--- src/rtl/ip_hdr_assemble.sv ---
// rtl/ip_hdr_assemble.sv - builds a 20-byte IPv4 header with a sequentially summed checksum
module ip_hdr_assemble #(
  parameter logic [7:0]  TTL       = 8'd64,
  parameter logic        DONT_FRAG = 1'b1,
  parameter logic [15:0] ID_INIT   = 16'h0000,
  localparam int         IP_HDR_W     = 160,
  localparam int         IP_HDR_BYTES = 20
) (
  input  logic                clk,
  input  logic                rst,
  input  logic                src_ip_hdr_assemble_req_val,
  input  logic [31:0]         src_ip_hdr_assemble_src_ip,
  input  logic [31:0]         src_ip_hdr_assemble_dst_ip,
  input  logic [7:0]          src_ip_hdr_assemble_protocol,
  input  logic [15:0]         src_ip_hdr_assemble_payload_len,
  output logic                ip_hdr_assemble_src_req_rdy,
  output logic                ip_hdr_assemble_dst_hdr_val,
  output logic [IP_HDR_W-1:0] ip_hdr_assemble_dst_ip_hdr,
  input  logic                dst_ip_hdr_assemble_hdr_rdy
);

  typedef enum logic [1:0] {IDLE, SUM, FOLD, OUTPUT} state_e;

  typedef struct packed {
    logic [3:0]  version;
    logic [3:0]  ihl;
    logic [7:0]  tos;
    logic [15:0] tot_len;
    logic [15:0] id;
    logic [15:0] frag_offset;
    logic [7:0]  ttl;
    logic [7:0]  protocol;
    logic [15:0] chksum;
    logic [31:0] source_addr;
    logic [31:0] dest_addr;
  } ip_pkt_hdr_t;

  state_e           state_q, state_d;
  ip_pkt_hdr_t      hdr_q, hdr_d;
  logic [19:0]      acc_q, acc_d;
  logic [3:0]       idx_q, idx_d;
  logic [15:0]      id_q, id_d;
  logic             hdr_val_q, hdr_val_d;
  logic [9:0][15:0] words;
  logic [16:0]      s1;
  logic [15:0]      s2;

  // Word 9 is the most significant 16 bits, so idx 0 walks the header from the top.
  assign words = hdr_q;
  assign s1    = {1'b0, acc_q[15:0]} + {13'd0, acc_q[19:16]};
  assign s2    = s1[15:0] + {15'd0, s1[16]};

  always_ff @(posedge clk) begin
    if (rst) begin
      state_q <= IDLE;
    end else begin
      state_q <= state_d;
    end
  end

  always_comb begin
    state_d = state_q;
    case (state_q)
      IDLE:    if (src_ip_hdr_assemble_req_val) state_d = SUM;
      SUM:     if (idx_q == 4'd9) state_d = FOLD;
      FOLD:    state_d = OUTPUT;
      OUTPUT:  if (dst_ip_hdr_assemble_hdr_rdy) state_d = IDLE;
      default: state_d = state_e'('x);
    endcase
  end

  always_comb begin
    ip_hdr_assemble_src_req_rdy = 1'b0;
    case (state_q)
      IDLE:             ip_hdr_assemble_src_req_rdy = 1'b1;
      SUM, FOLD, OUTPUT: ip_hdr_assemble_src_req_rdy = 1'b0;
      default:          ip_hdr_assemble_src_req_rdy = 1'bx;
    endcase
  end

  always_comb begin
    hdr_d = hdr_q;
    acc_d = acc_q;
    idx_d = idx_q;
    id_d  = id_q;
    case (state_q)
      IDLE: begin
        if (src_ip_hdr_assemble_req_val) begin
          hdr_d.version     = 4'd4;
          hdr_d.ihl         = 4'd5;
          hdr_d.tos         = 8'd0;
          hdr_d.tot_len     = src_ip_hdr_assemble_payload_len + 16'(IP_HDR_BYTES);
          hdr_d.id          = id_q;
          hdr_d.frag_offset = {1'b0, DONT_FRAG, 14'd0};
          hdr_d.ttl         = TTL;
          hdr_d.protocol    = src_ip_hdr_assemble_protocol;
          hdr_d.chksum      = 16'd0;
          hdr_d.source_addr = src_ip_hdr_assemble_src_ip;
          hdr_d.dest_addr   = src_ip_hdr_assemble_dst_ip;
          acc_d             = 20'd0;
          idx_d             = 4'd0;
        end
      end
      SUM: begin
        acc_d = acc_q + {4'd0, words[4'd9 - idx_q]};
        idx_d = idx_q + 4'd1;
      end
      FOLD: begin
        hdr_d.chksum = ~s2;
      end
      OUTPUT: begin
        if (dst_ip_hdr_assemble_hdr_rdy) id_d = id_q + 16'd1;
      end
      default: begin
        hdr_d = 'x;
        acc_d = 'x;
        idx_d = 'x;
        id_d  = 'x;
      end
    endcase
  end

  assign hdr_val_d = (state_d == OUTPUT);

  always_ff @(posedge clk) begin
    if (rst) begin
      hdr_q     <= '0;
      acc_q     <= '0;
      idx_q     <= '0;
      id_q      <= ID_INIT;
      hdr_val_q <= 1'b0;
    end else begin
      hdr_q     <= hdr_d;
      acc_q     <= acc_d;
      idx_q     <= idx_d;
      id_q      <= id_d;
      hdr_val_q <= hdr_val_d;
    end
  end

  assign ip_hdr_assemble_dst_hdr_val = hdr_val_q;
  assign ip_hdr_assemble_dst_ip_hdr  = hdr_q;

endmodule

--- config.mk ---
export PLATFORM = sky130hd
export DESIGN_NAME = ip_hdr_assemble
export DESIGN_NICKNAME = d
export VERILOG_FILES = /design/src/rtl/ip_hdr_assemble.sv
export SDC_FILE = /design/constraint.sdc
export NUM_CORES = 1
export LEC_CHECK = 0
export ABC_AREA = 1
export BUFFER_PORTS_ARGS = -buffer_cell sky130_fd_sc_hd__buf_2
export CORE_MARGIN = 3
export CORE_UTILIZATION = 53
export CTS_CLUSTER_DIAMETER = 60
export DETAILED_ROUTE_END_ITERATION = 10
export PLACE_DENSITY = 0.81
export SKIP_CTS_REPAIR_TIMING = 1
export SLEW_MARGIN = 30
export SYNTH_ARGS = -nofsm -noshare
export SYNTH_HDL_FRONTEND = slang
export SYNTH_SLANG_ARGS = --single-unit
--- constraint.sdc ---
create_clock -name clk -period 4.1 [get_ports clk]
set_input_delay 0.615 -clock clk [delete_from_list [all_inputs] [get_ports clk]]
set_output_delay 0.615 -clock clk [all_outputs]
set_load 0.02 [all_outputs]
==> metrics.yaml <==
drt:
  post_drt_wl_per_cell_um: 16.5
  wirelength_um: 29800
  viasPerCell: 5.46
  vias: 9873
  dr.pass1.iters: 5
  antenna_left: 0
  drc: 0
  drt_iter0_drc: 941
grt:
  antenna_found_initial: 0
  grt_overflow: 0
  grt_pass1_wl_um: 47600
  grt_pass1_vias: 9228
  grt_start_max_net_pins: 83
  grtUsageTotal_pct: 30.4
yosys:
  synth_area_leaders: "dfxtp_1, nand2_1, nor2_1"
  avgSynthCellArea_um2: 6.65
  synth_top_family_by_area: "simple AND/OR/NAND/NOR gates"
  netlist.area_leader.share_pct: 35.4
  synthArstFlopShare_pct: 0
  syn-cell-area_um2: 9270
  yosysSeqAreaShare_pct: 35.4
  ys_types: 44
  synth_xor_area_share_pct: 1.13
  synth_cells: 1394
  yosysTopAreaCell: "dfxtp_1"
  synth_warnings: 0
  synth-simple-area-share_pct: 31.5
  ys_ff_latch: 164
  muxShareOfSynthArea_pct: 0
  synth_edf_count: 0
  synth-compound-area-share_pct: 17.5
  synth_adder_area_share_pct: 4.08
  synth_ff_type: "dfxtp_1"
finish:
  finish.utilization_pct: 64.8
  layout_commonest_cell: "nand2_1"
  nFillCells: 1552
  layout_common_cells: "nand2_1, nor2_1, buf_2, dfxtp_1, o21ai_0"
  syn2layout_area_growth_pct: 17.6
  n_antenna_cell: 0
  drive_gt1_share_pct: 20.5
  layout.nets: 1698
setup_path:
  critPathTopFamily: "compound AO/OA/AOI/OAI gates"
  regToRegSetupSlack_ns: 0.35
  r2r_start: "idx_q[1]"
  r2r_end: "acc_q[16]"
  worst_path_most_repeated_cell: "nand2_1"
  critPathKind: "flop to flop"
  path_buf_inv: 3
  reg2regPathDepth: 18
  path_cells: "inv_2 -> ha_2 -> buf_4 -> nor2_1 -> buf_4 -> nand2_1 -> a21oi_1 -> o31ai_1 -> o21ai_0 -> ha_1 -> a21oi_1 -> o21ai_0 -> a221oi_1 -> o21ai_1 -> nand2_1 -> nand2_1 -> nand2_1 -> nor2_1"
  cp-startpoint: "idx_q[1]"
  end_kind: "flop"
  cp_slowest_cell: "dfxtp_1"
  cp.arrival_ns: 4.08
  startpoint_type: "flop"
  max_stage_delay_ns: 0.44
  crit_fanout: 23
  crit_required_ns: 4.43
floorplanning:
  rows: 47
  io-pin-count: 254
  die_y_um: 138
  initial_core_util_pct: 55.1
  fp.dieW_um: 138
  die_area_um2: 19100
  core_area_um2: 16800
timing:
  worst_pin_slew_ns: 0.801
  min_period_ns: 3.75
  finalClockSkew_ns: 0.00569
  finalSetupViolCount: 0
  rsz0062_at_grt: "false"
  post-route-period-util_pct: 91.5
  max_slew_margin_pct: 46.6
  drv_slew: 0
  setup_tns_ns: 0
  hold_viol: 0
  fmaxAchievable_mhz: 267
power:
  irDropWorstVdd_v: 0.000328
  cellPowerDensity_nw_per_um2: 367
  seqPwrFrac_pct: 44.8
  swShare_pct: 31.4
  power_frac_comb_pct: 17.2
  switching_power_uw: 1260
  leakage_uw: 0.00501
  cellInternalPower_uw: 2740
  clkPwrFrac_pct: 38.0
clocking:
  cts_sinks: 164
  h-tree-depth: 4
  cts.path.max_buffers: 2
  path_clk_slew_ns: 0.06
  clock-root-buffer: "clkbuf_16"
  cts_tree: "built"
  clock_latency_ns: 0.43
  cts_made_buffers: 17
min_path:
  holdCritPathClass: "input pin to flop"
  hp-start: "src_ip_hdr_assemble_payload_len[2]"
  whs_endpoint: "ip_hdr_assemble_dst_ip_hdr[130]"
  holdPathStages: 2
place:
  hpwl_um: 22900
  place_congestion: 0.954
  io_buffers: 218
job:
  drv_cap: 0
outcome:
  outcome: "complete, no violations"
==> logic make-up after synthesis <==
group / Yosys count
adders and majority gates: 29
xor gates and xnor gates: 12
DFF: 164
other: 1
and+or+nand+nor: 673
AOI/OAI and AO/OA: 303
buffers and inverters: 212
==> power groups by stage <==
stage               sequential (uW)  clock, uW  combinational (uW)
detailed placement             1820          0                 678
global route                   1800       1590                 756
CTS                            1790       1530                 681
global placement               1820          0                 668
floorplan                      1880          0                 382
finish                         1790       1520                 685
==> area by class of cell <==
cell class	instances	area (um2)	share of cell area, %
clock buffers	17	425	3.90
flip-flops and latches	164	3280	30.1
repair buffers	232	1210	11.1
multi-input cells	1052	5170	47.4
well taps	220	275	2.53
inverters	110	414	3.80
clock inverters	13	125	1.15
==> routing by layer <==
layer,GRT usage (%),up-vias,wire [um],share of wire (%)
met5,0,-,0,0
met4,13.8,0,1190,4.0
met2,51.1,433,14300,48
met3,5.04,81,2160,7.3
met1,38.3,4494,12200,41
li1,-,4865,-,-
==> state kept, by name (all words and copies together) (netlist names) <==
name                         cells
id_q                            16
state_q                          2
ip_hdr_assemble_dst_ip_hdr     121
acc_q                           20
ip_hdr_assemble_dst_hdr_val      1
idx_q                            4
==> metrics by stage <==
step	setup WS, ns	cell area, um2	power [uW]	hold slack [ns]	instances
after floorplan	0.637	9400	2260	0.439	1428
after global placement	0.531	10300	2490	0.461	1778
after detailed placement	0.439	10300	2500	0.473	1778
after CTS	0.386	10900	4000	0.393	1808
after global routing	0.0391	10900	4150	0.421	1808
final	0.348	10900	3990	0.407	1808
==> cells in the mapped netlist (7+ instances only) <==
cell type	instances
nand2_1	283
nor2_1	226
dfxtp_1	164
o21ai_0	148
a21oi_1	110
inv_1	99
nand3_1	80
clkbuf_1	47
buf_4	39
ha_1	27
nand4_1	20
nand2_2	12
nor2_2	12
o211ai_1	11
buf_2	10
inv_2	9
nor2_4	9
xor2_1	9
a21boi_0	8
nor3_1	8
o31ai_1	8
nand3_2	7
==> worst max path at each step <==
stage	depth (start not counted)	endpoint	slack [ns]
global placement	18	acc_q[16]	0.53
finish	18	acc_q[16]	0.35
CTS	18	acc_q[16]	0.39
floorplan	23	acc_q[12]	0.64
detailed placement	18	acc_q[16]	0.44
global route	18	acc_q[16]	0.04
Power figures use the tool's default switching activity.
